### config.mk
export PLATFORM = sky130hd
export DESIGN_NAME = cpu_control_fsm
export DESIGN_NICKNAME = d
export VERILOG_FILES = /design/src/rtl/cpu_ctrl_pkg.sv /design/src/rtl/cpu_control_fsm_instr_decode.sv /design/src/rtl/cpu_control_fsm.sv
export SDC_FILE = /design/constraint.sdc
export NUM_CORES = 1
export LEC_CHECK = 0
export BUFFER_PORTS_ARGS = -buffer_cell sky130_fd_sc_hd__clkbuf_2
export CORE_ASPECT_RATIO = 0.8
export CORE_MARGIN = 2
export CORE_UTILIZATION = 53
export DETAILED_ROUTE_END_ITERATION = 12
export PLACE_DENSITY = 0.91
export REMOVE_ABC_BUFFERS = 1
export SLEW_MARGIN = 15
export SYNTH_ARGS = -nofsm -noshare
export SYNTH_HDL_FRONTEND = slang
export SYNTH_SLANG_ARGS = --single-unit
### constraint.sdc
create_clock -name clk -period 2.9 [get_ports clk]
set_input_delay 0.435 -clock clk [delete_from_list [all_inputs] [get_ports clk]]
set_output_delay 0.435 -clock clk [all_outputs]
set_load 0.02 [all_outputs]
### src/rtl/cpu_ctrl_pkg.sv
`default_nettype none
// ============================================================================
//  Module      : cpu_ctrl_pkg
//  Description : Shared opcode/state encodings and instruction field
//                positions for the CPU control sequencer.
//  Revision    : 1.0 - initial release
// ============================================================================
package cpu_ctrl_pkg;

    // Architectural opcodes; any other 4-bit value is illegal
    typedef enum logic [3:0] {
        OP_NOP  = 4'h0,
        OP_MOVI = 4'h1,
        OP_LDR  = 4'h2,
        OP_STR  = 4'h3,
        OP_JMP  = 4'h4,
        OP_HALT = 4'hF
    } opcode_e;

    // Sequencer states
    typedef enum logic [2:0] {
        IDLE     = 3'd0,
        FETCH    = 3'd1,
        DECODE   = 3'd2,
        EXEC     = 3'd3,
        MEM_WAIT = 3'd4,
        WB       = 3'd5,
        HALT     = 3'd6
    } state_e;

    // Instruction word field positions
    localparam int OPC_MSB = 31;
    localparam int OPC_LSB = 28;
    localparam int RD_MSB  = 27;
    localparam int RD_LSB  = 24;
    localparam int RSV_MSB = 23;
    localparam int RSV_LSB = 20;
    localparam int IMM_W   = 20;

    // Wait counter width: enough for a memory latency of up to 7 cycles
    localparam int CNT_W   = 3;

endpackage : cpu_ctrl_pkg
`default_nettype wire

### src/rtl/cpu_control_fsm_instr_decode.sv
`default_nettype none
// ============================================================================
//  Module      : instr_decode
//  Description : Combinational instruction field splitter and opcode
//                classifier. Undefined opcodes are reported as HALT with
//                the illegal flag raised.
//  Revision    : 1.0 - initial release
// ============================================================================
module instr_decode
    import cpu_ctrl_pkg::*;
(
    input  logic [31:0] ir,
    output opcode_e     opc,
    output logic [3:0]  rd,
    output logic [31:0] imm,
    output logic        illegal
);

    logic [3:0] w_opc_bits;
    logic       w_unused_rsv;

    assign w_opc_bits   = ir[OPC_MSB:OPC_LSB];
    assign rd           = ir[RD_MSB:RD_LSB];
    assign imm          = {{(32-IMM_W){1'b0}}, ir[IMM_W-1:0]};
    // Reserved field carries no meaning; fold it away explicitly
    assign w_unused_rsv = ^ir[RSV_MSB:RSV_LSB];

    // Classify the opcode; unknown encodings are forced to HALT + illegal
    always_comb begin
        opc     = OP_NOP;
        illegal = 1'b0;
        case (w_opc_bits)
            4'h0:    opc = OP_NOP;
            4'h1:    opc = OP_MOVI;
            4'h2:    opc = OP_LDR;
            4'h3:    opc = OP_STR;
            4'h4:    opc = OP_JMP;
            4'hF:    opc = OP_HALT;
            default: begin
                opc     = OP_HALT;
                illegal = 1'b1;
            end
        endcase
    end

endmodule : instr_decode
`default_nettype wire

### src/rtl/cpu_control_fsm.sv
`default_nettype none
// ============================================================================
//  Module      : cpu_control_fsm
//  Description : Multi-cycle fetch/decode/execute sequencer driving the
//                datapath load/store/register-write strobes. Holds the PC,
//                the instruction register and the memory latency counter.
//  Revision    : 1.0 - initial release
// ============================================================================
module cpu_control_fsm
    import cpu_ctrl_pkg::*;
#(
    parameter int PC_W     = 8,
    parameter int RESET_PC = 0,
    parameter int MEM_LAT  = 1
) (
    input  logic            clk,
    input  logic            rst,
    input  logic            start,
    output logic            instr_req,
    output logic [PC_W-1:0] instr_addr,
    input  logic            instr_ack,
    input  logic [31:0]     instr_rdata,
    output logic            ldr,
    output logic            str,
    output logic [31:0]     ram_address,
    output logic            reg_write_enable,
    output logic [3:0]      reg_sel,
    output logic [31:0]     immediate,
    output logic            busy,
    output logic            halted,
    output logic            illegal
);

    state_e             r_state;
    state_e             w_next_state;
    logic [PC_W-1:0]    r_pc;
    logic [31:0]        r_ir;
    logic [CNT_W-1:0]   r_cnt;

    opcode_e            w_opc;
    logic [3:0]         w_rd;
    logic [31:0]        w_imm;
    logic               w_illegal;

    instr_decode u_decode (
        .ir      (r_ir),
        .opc     (w_opc),
        .rd      (w_rd),
        .imm     (w_imm),
        .illegal (w_illegal)
    );

    assign instr_req  = (r_state == FETCH);
    assign instr_addr = r_pc;
    assign busy       = (r_state != IDLE) && (r_state != HALT);
    assign halted     = (r_state == HALT);

    // State register
    always_ff @(posedge clk) begin
        if (rst) begin
            r_state <= IDLE;
        end else begin
            r_state <= w_next_state;
        end
    end

    // Next-state decode and Moore strobes; at most one strobe per state
    always_comb begin
        w_next_state     = r_state;
        ldr              = 1'b0;
        str              = 1'b0;
        reg_write_enable = 1'b0;
        case (r_state)
            IDLE: begin
                if (start) w_next_state = FETCH;
            end
            FETCH: begin
                if (instr_ack) w_next_state = DECODE;
            end
            DECODE: begin
                if (w_illegal || (w_opc == OP_HALT)) begin
                    w_next_state = HALT;
                end else if ((w_opc == OP_NOP) || (w_opc == OP_JMP)) begin
                    w_next_state = FETCH;
                end else begin
                    w_next_state = EXEC;
                end
            end
            EXEC: begin
                w_next_state = FETCH;
                case (w_opc)
                    OP_MOVI: reg_write_enable = 1'b1;
                    OP_STR:  str = 1'b1;
                    OP_LDR: begin
                        ldr          = 1'b1;
                        w_next_state = MEM_WAIT;
                    end
                    default: ;
                endcase
            end
            MEM_WAIT: begin
                if (r_cnt <= CNT_W'(1)) w_next_state = WB;
            end
            WB: begin
                reg_write_enable = 1'b1;
                w_next_state     = FETCH;
            end
            HALT: begin
                w_next_state = HALT;
            end
            default: w_next_state = IDLE;
        endcase
    end

    // PC, IR, latency counter and the operand registers held for the datapath
    always_ff @(posedge clk) begin
        if (rst) begin
            r_pc        <= PC_W'(RESET_PC);
            r_ir        <= '0;
            r_cnt       <= '0;
            reg_sel     <= '0;
            immediate   <= '0;
            ram_address <= '0;
            illegal     <= 1'b0;
        end else begin
            case (r_state)
                FETCH: begin
                    if (instr_ack) begin
                        r_ir <= instr_rdata;
                        r_pc <= r_pc + 1'b1;
                    end
                end
                DECODE: begin
                    reg_sel     <= w_rd;
                    immediate   <= w_imm;
                    ram_address <= w_imm;
                    // Jump target replaces the increment done during fetch
                    if (!w_illegal && (w_opc == OP_JMP)) r_pc <= w_imm[PC_W-1:0];
                    if (w_illegal) illegal <= 1'b1;
                end
                EXEC: begin
                    if (w_opc == OP_LDR) r_cnt <= CNT_W'(MEM_LAT);
                end
                MEM_WAIT: begin
                    r_cnt <= r_cnt - 1'b1;
                end
                default: ;
            endcase
        end
    end

endmodule : cpu_control_fsm
`default_nettype wire

Word level (Yosys, flattened, before mapping) --
Index checks and enable logic that the tools add are counted.
Word-level totals: flip-flop bits (word level) 71, bits in latches 0, bits in writable memories 0, bits in read-only memories 0, bits of input ports 36, word-level logic and storage cells 69, memories 0
Operators by class: add/sub/neg operators 2, $mul 0, divide/modulo/power cells 0, $lt $le $gt $ge 1, equality and inequality tests 22, shift-type cells 0, muxes and demuxes 20, bitwise operators 1, reductions and logical operators 16
Operator list (number):
- $pmux W3 S7 | 1
- $pmux W4 S5 | 1
- $mux W3 | 6
- $eq A4 B2 Y1 const B | 4
- $mux W8 | 2
- $pmux W8 S2 | 1
- $eq A3 B3 Y1 const B | 3
- $add A8 B1 Y8 const B | 1
- $eq A4 B1 Y1 const B | 2
- $eq A4 B3 Y1 const B | 2
- $eq A4 B4 Y1 const B | 2
- $logic_not A4 Y1 | 2
- $ne A2 B2 Y1 const B | 4
- $eq A3 B2 Y1 const B | 2
- $mux W1 | 6
- $pmux W3 S2 | 1
- $reduce_and A2 Y1 | 3
- $reduce_and A3 Y1 | 2
- $reduce_or A6 Y1 | 1
- $reduce_bool A2 Y1 | 2
- $eq A3 B1 Y1 const B | 1
- $le A3 B1 Y1 const B | 1
- $logic_not A3 Y1 | 1
- $ne A3 B3 Y1 const B | 1
- 8 further kinds | 10

Logic depth before layout (Yosys ltp) --
Gate-level depths: netlist of run 1.
depth in word-level cells 7, gate-level depth with buffers 6, mapped depth without buffers 6

Modules after synthesis --
Synthesis of run 1 repeated with hierarchy kept, for this count alone.
Second synthesis, totals: cell total of the unflattened synthesis 486, area total of the unflattened synthesis 3799.9 sq um
By module, submodules not included:
- cpu_control_fsm | instances 1, cells each 441, area an instance 3472.1 sq um
- instr_decode | instances 1, cells each 45, area an instance 327.8 sq um

Least setup slack after synthesis of run 1 --
OpenSTA, ideal clock, no wires.
path type flip-flop to output port, from register r_state[1], to output str, arrival 1.373 ns, data required time 2.465 ns, path slack 1.092 ns, stages on the path, launching flop included 4, path buffers 1, cell sequence dfxtp_1 -> clkbuf_1 -> nand3_1 -> nor4_1
Between the ends: cells in the longest elaborated chain, start to end 2
Ends and longest elaborated chain:
- start, declared | line cpu_control_fsm.sv:34 | state_e r_state;
- start signal, assigned | line cpu_control_fsm.sv:63 | r_state <= w_next_state;
- $eq A3 B2 Y1 | line cpu_control_fsm.sv:73 | case (r_state)
- $mux W1 | line cpu_control_fsm.sv:73
- end, declared | line cpu_control_fsm.sv:24 | output logic str,
No other way between the ends.

Worst setup path after layout of run 1 --
from register r_state[1], to register r_pc[0], in the netlist instr_addr[0]
Between the ends: cells in the longest elaborated chain, start to end 3, elaborated cells between the ends (all ways) 7
Ends and longest elaborated chain:
- $eq A3 B2 Y1 or $eq A3 B1 Y1 (tied branches) | line cpu_control_fsm.sv:126 | case (r_state)
- $ne A2 B2 Y1 (no source line), or another cell as far along
- $reduce_and A3 Y1 (no source line)
- end signal, assigned | line cpu_control_fsm.sv:118 | r_pc <= PC_W'(RESET_PC);
- end signal, assigned | line cpu_control_fsm.sv:130 | r_pc <= r_pc + 1'b1;
- end signal, assigned | line cpu_control_fsm.sv:138 | if (!w_illegal && (w_opc == OP_JMP)) r_pc <= w_imm[PC_W-1:0];
- end, declared | line cpu_control_fsm.sv:36 | logic [PC_W-1:0] r_pc;
Parallel ways exist; a longest one is shown, timed or not. A chain may end at the register's enable or synchronous reset.

==> results of run 1 <==
==> worst max-delay path: cells and delay by family (launching register included) <==
kind | cells | cell delay [ns]
AO/OA/AOI/OAI | 3 | 0.73
AND/OR/NAND/NOR | 1 | 0.70
flip-flops | 1 | 0.64
==> synthesized netlist by cell type, drive strengths merged (4+ instances only) <==
library cell  count
a21oi            60
nand2           112
nand2b            8
nor2              9
nand4             4
o21ai            11
clkbuf           15
nor3              4
buf              57
dfxtp            67
inv               5
==> layout by cell type, fill, tap and decap left out, drive strengths merged, types with 2 or more instances in the layout <==
| master | count |
|---|---|
| dfxtp | 67 |
| nor2b | 2 |
| nand2b | 8 |
| a21oi | 60 |
| nand4 | 4 |
| inv | 5 |
| a32o | 2 |
| a211o | 2 |
| ha | 3 |
| clkbuf | 100 |
| nor4 | 3 |
| nor3 | 4 |
| buf | 7 |
| nor2 | 9 |
| nand2 | 112 |
| clkinvlp | 3 |
| a21o | 2 |
| conb | 24 |
| a31oi | 2 |
| nand3b | 3 |
| a311oi | 2 |
| nand4bb | 2 |
| a211oi | 2 |
| o21ai | 11 |
| nand3 | 3 |
| clkinv | 2 |
| nor3b | 3 |
==> power by group through the flow <==
stage | Sequential (W) | Combinational, W | Clock, W
6_report | 0.000982 | 0.000217 | 0.000755
5_1_grt | 0.000987 | 0.000239 | 0.000815
4_1_cts | 0.000981 | 0.000217 | 0.000777
3_5_place_dp | 0.00100 | 0.000216 | 0
3_3_place_gp | 0.00100 | 0.000210 | 0
2_1_floorplan | 0.00100 | 0.000126 | 0
==> path summary, 6_finish.rpt <==
check	cells after the start	slack, ns	startpoint	end
worst min register to register	2	0.45	r_ir[16]	ram_address[16]
worst max register to register	4	0.72	r_state[1]	instr_addr[0]
worst min-delay path	3	0.30	instr_rdata[15]	r_ir[15]
worst max-delay path	4	0.72	r_state[1]	instr_addr[0]
==> per-layer routing <==
metal | vias to the layer above | wire, um | track usage (%)
met3 | 6 | 397 | 6.20
met4 | 0 | 64 | 5.64
met1 | 1284 | 2990 | 25.7
met5 | - | 0 | 0
met2 | 97 | 3340 | 35.0
li1 | 1388 | - | -
==> flip-flops by register name, summed over array words and instances (netlist names) <==
register and count:
ram_address 20, r_state 3, r_ir 28, reg_sel 4, instr_addr 8, illegal 1
r_cnt 3
==> kinds of logic (layout without fill, tap and decap cells) <==
logic type | after synthesis | after routing | share of synthesized area (%)
flops | 67 | 67 | 42.6
fa+ha+maj | 3 | 3 | 1.19
compound gates | 91 | 91 | 17.0
other cells | 1 | 24 | 0.119
xor+xnor | 1 | 1 | 0.278
buf+inv | 77 | 118 | 15.0
simple gates | 161 | 161 | 23.8
==> through the flow <==
stage                     instance area [um^2]  instances
final                                     3600        546
after global routing                      3600        546
after global placement                    3410        530
after CTS                                 3600        546
after floorplan                           2780        352
after detailed placement                  3410        530
==> area by class of cell <==
type / instances / area [um^2]
clock buffers: 10 / 128
clock inverters: 6 / 66.3
fillers: 554 / 2210
inverters: 5 / 18.8
multi-input cells: 280 / 1450
flip-flops and latches: 67 / 1340
well taps: 81 / 101
repair buffers: 97 / 503
==> impl_metrics.yaml, run 1 <==
run_status:
  status: "complete, no violations"
setup_path:
  slowest_delay_ns: 0.70
  cp_slowest_cell: "or3b_1"
  critPathRequiredTime_ns: 3.14
  critPathMaxFanout: 18
  worstSetupEndpointType: "flip-flop"
  worstPathArrival_ns: 2.41
  worst_setup_path_start_kind: "flip-flop"
  criticalPathCategory: "reg -> reg"
  cp_cell_sequence: "or3b_1 > o21ai_4 > a21oi_1 > a311oi_1"
clock_network:
  cts_setup_buffers: 0
  cts_tree: "done"
  cts.sinks: 67
  numCtsBuffers: 9
  clk_latency_ns: 0.35
  cts-root-buf: "clkbuf_8"
  cts_buffer_depth: 2
  h-tree-depth: 3
  cts.repair.resized: 0
  cts.clk_slew.worst_paths_ns: 0.08
  ctsHoldBuffers: 0
sta:
  finalHoldViolations: 0
  finalClockSkew_ns: 0.0111
  max_freq_mhz: 460
  tns_ns: 0
  hold_ws_ns: 0.301
  fin_ws_ns: 0.724
  slew_viol_final: 0
  setup_viol: 0
  period_minus_slack_ns: 2.18
  rsz0062_at_grt: "false"
  tightestPinTransition_ns: 0.731
  slew_headroom_pct: 51.2
  post-route-period-util_pct: 75.0
run:
  maxCapViolations: 0
power:
  power_frac_clock_pct: 38.6
  p_switching_w: 0.000534
  finalPower_w: 0.00195
  switching_share_pct: 27.4
  p_leak_nw: 1.48
  power_density_nw_per_um2: 542
  p_int_w: 0.00142
  p_seq_share_pct: 50.3
  vdd_drop_max_v: 0.000359
  combPwrFrac_pct: 11.1
layout:
  antenna_cells: 0
  drive_above_1_share_pct: 26.5
  nets: 499
  fin_util_pct: 62.0
  layout-area-overhead-vs-synth_pct: 14.5
drt:
  vias: 2775
  drt_iter0_drc: 134
  drt_wl_total_mm: 6.79
  viasPerCell: 5.08
  first_pass_iters: 5
  postRouteAntennaNets: 0
  drc: 0
  post_drt_wl_per_cell_um: 12.4
synth:
  synth_cell_types: 49
  synth_edf_count: 0
  netlist_area_um2: 3150
  synth_top_area_share_pct: 42.6
  synth_flop_cell: "dfxtp_1"
  ys_ff_latch: 67
  synthTopCellsByArea: "dfxtp_1 43%, nand2_1 13%, buf_4 10%, a21oi_1 9.5%, clkbuf_1 1.8%"
  yosys.area.top_type: "dfxtp_1"
  synth-seq-area-share_pct: 42.6
  syn_area_per_cell_um2: 7.85
  ys_async_sr_fraction_pct: 0
  ys.warnings.count: 0
  synth_cells: 401
die:
  core_um2: 5820
  die_area_um2: 6580
  fp.dieW_um: 90.2
  rows: 25
  ios: 119
  initial_utilization_pct: 54.1
  die_y_um: 72.9
placed_design:
  gp_congestion: 0.807
  hpwl_mm: 4.69
  dpl_worst_slack_ns: 0.725
  portBuffers: 90
grt:
  grt_start_max_net_pins: 37
  overflow: 0
  antenna_found_initial: 0
  grt_pass1_vias: 2228
  grt_first_pass_wirelength_mm: 10.8
  track_usage_pct: 20.5
hold_path:
  hp-class: "in -> reg"
(Power assumes the default switching activity.)
==> run 2: changes to the inputs <==
Settings changed: CORE_UTILIZATION 53 to 44, PLACE_DENSITY 0.91 to 0.82.
Clock period 2.9 ns to 2 ns, I/O delays scaled along.
==> run 2 against run 1 <==
Net effect:
- sequential cell count unchanged
- routed wire length increased by 3.0%
- sequential share of layout area is 0.47 points lower
- clock power increased by 42%
- first-iteration DRC count is 19% lower
- critical path type is now reg -> out
==> impl_metrics.yaml, run 2 (synthesized netlist as in run 1, its figures left out) <==
drt:
  first_pass_iters: 6
  postRouteAntennaNets: 0
  drt_iter0_drc: 108
  drt_wl_total_mm: 6.99
  drc: 0
  post_drt_wl_per_cell_um: 12.6
  viasPerCell: 4.93
  vias: 2743
layout:
  final_common_cell: "nand2_1"
  largest-register: "r_ir"
  nets: 505
  fin_util_pct: 53.0
  antenna_cells: 0
  final_cell_mix: "112 x nand2_1, 90 x clkbuf_2, 67 x dfxtp_1"
  multi_input_area_um2: 1450
  ff_latch_area_um2: 1340
  stdcell_count: 556
  drive_above_1_share_pct: 27.1
  layout-area-overhead-vs-synth_pct: 15.9
  largest_register_ffs: 28
  fin_area_um2: 3650
  fill_cells: 673
sta:
  post-route-period-util_pct: 94.3
  slew_headroom_pct: 57.7
  fin_ws_ns: 0.114
  finalClockSkew_ns: 0.00551
  period_minus_slack_ns: 1.89
  max_freq_mhz: 530
  setup_viol: 0
  tightestPinTransition_ns: 0.634
  finalHoldViolations: 0
  slew_viol_final: 0
die:
  initial_utilization_pct: 45.7
  die_area_um2: 7850
  ios: 119
  core_um2: 6890
  fp.dieW_um: 98.6
  rows: 27
  die_y_um: 79.7
setup_path:
  worstPathArrival_ns: 1.59
  worst_setup_path_start_kind: "flip-flop"
  worstSetupEndpointType: "primary output"
  critPathMaxFanout: 14
  criticalPathCategory: "reg -> out"
  cp_cell_sequence: "buf_4 > nand2b_1 > nor4_1 > clkbuf_2"
  cp_slowest_cell: "nor4_1"
  critPathRequiredTime_ns: 1.70
  slowest_delay_ns: 0.32
clock_network:
  cts.sinks: 67
  cts.repair.resized: 0
  cts_tree: "done"
  clk_latency_ns: 0.33
  cts_buffer_depth: 2
  numCtsBuffers: 9
  h-tree-depth: 3
  cts.clk_slew.worst_paths_ns: 0.07
  ctsHoldBuffers: 0
  cts-root-buf: "clkbuf_8"
  cts_setup_buffers: 0
grt:
  grt_start_max_net_pins: 29
  grt_first_pass_wirelength_mm: 11.2
  track_usage_pct: 17.8
  overflow: 0
  antenna_found_initial: 0
  grt_pass1_vias: 2415
power:
  switching_share_pct: 26.0
  p_int_w: 0.00209
  power_frac_clock_pct: 37.8
  p_seq_share_pct: 50.1
  power_density_nw_per_um2: 772
  vdd_drop_max_v: 0.000453
  combPwrFrac_pct: 12.2
  p_leak_nw: 1.52
  p_switching_w: 0.000732
placed_design:
  gp_congestion: 0.830
  postPlaceCellArea_um2: 3460
  portBuffers: 90
  dp_cells: 542
  hpwl_mm: 5.04
  dpl_worst_slack_ns: 0.255
hold_path:
  hp-class: "in -> reg"
run:
  maxCapViolations: 0
run_status:
  status: "complete, no violations"
-- run 2: path summary, 6_finish.rpt --
kind	startpoint	end	slack, ns	cells past startpoint
worst max register to register	r_ir[30]	instr_addr[0]	0.25	4
worst max-delay path	r_state[2]	str	0.11	4
worst min register to register	r_ir[15]	ram_address[15]	0.45	2
worst min-delay path	instr_rdata[11]	r_ir[11]	0.19	3
-- run 2: stage by stage --
stage / setup TNS, ns / hold slack (ns) / total power [W]
floorplan: -47.02 / 0.366 / 0.00164
global placement: 0 / 0.435 / 0.00177
detailed placement: 0 / 0.446 / 0.00178
CTS: 0 / 0.171 / 0.00285
global route: -0.0223 / 0.179 / 0.00296
finish: 0 / 0.186 / 0.00282
-- run 2: cell type report --
class	instances	share of cell area (%)
multi-input cells	280	39.8
clock buffers	11	3.87
clock inverters	3	1.10
repair buffers	103	15.0
inverters	5	0.514
flip-flops and latches	67	36.7
well taps	87	2.98
-- run 2: metal layers --
| layer | vias to the layer above | GRT usage (%) | part of all wire, % |
|---|---|---|---|
| met5 | - | 0 | 0 |
| met4 | 0 | 6.44 | 0.89 |
| met2 | 78 | 29.0 | 48 |
| met1 | 1254 | 22.7 | 46 |
| li1 | 1405 | - | - |
| met3 | 6 | 4.82 | 5.4 |
-- run 2: power by group through the flow --
stage	Combinational (W)	Clock, W	Sequential, W
detailed placement	0.000339	0	0.00144
CTS	0.000340	0.00110	0.00141
finish	0.000343	0.00107	0.00141
floorplan	0.000183	0	0.00145
global route	0.000383	0.00116	0.00141
global placement	0.000333	0	0.00144
-- run 2: critical path: cells and delay by family, from the launching register on --
| kind | cells | cell delay, ns |
|---|---|---|
| buf+inv | 2 | 0.40 |
| flops | 1 | 0.31 |
| simple gates | 2 | 0.54 |
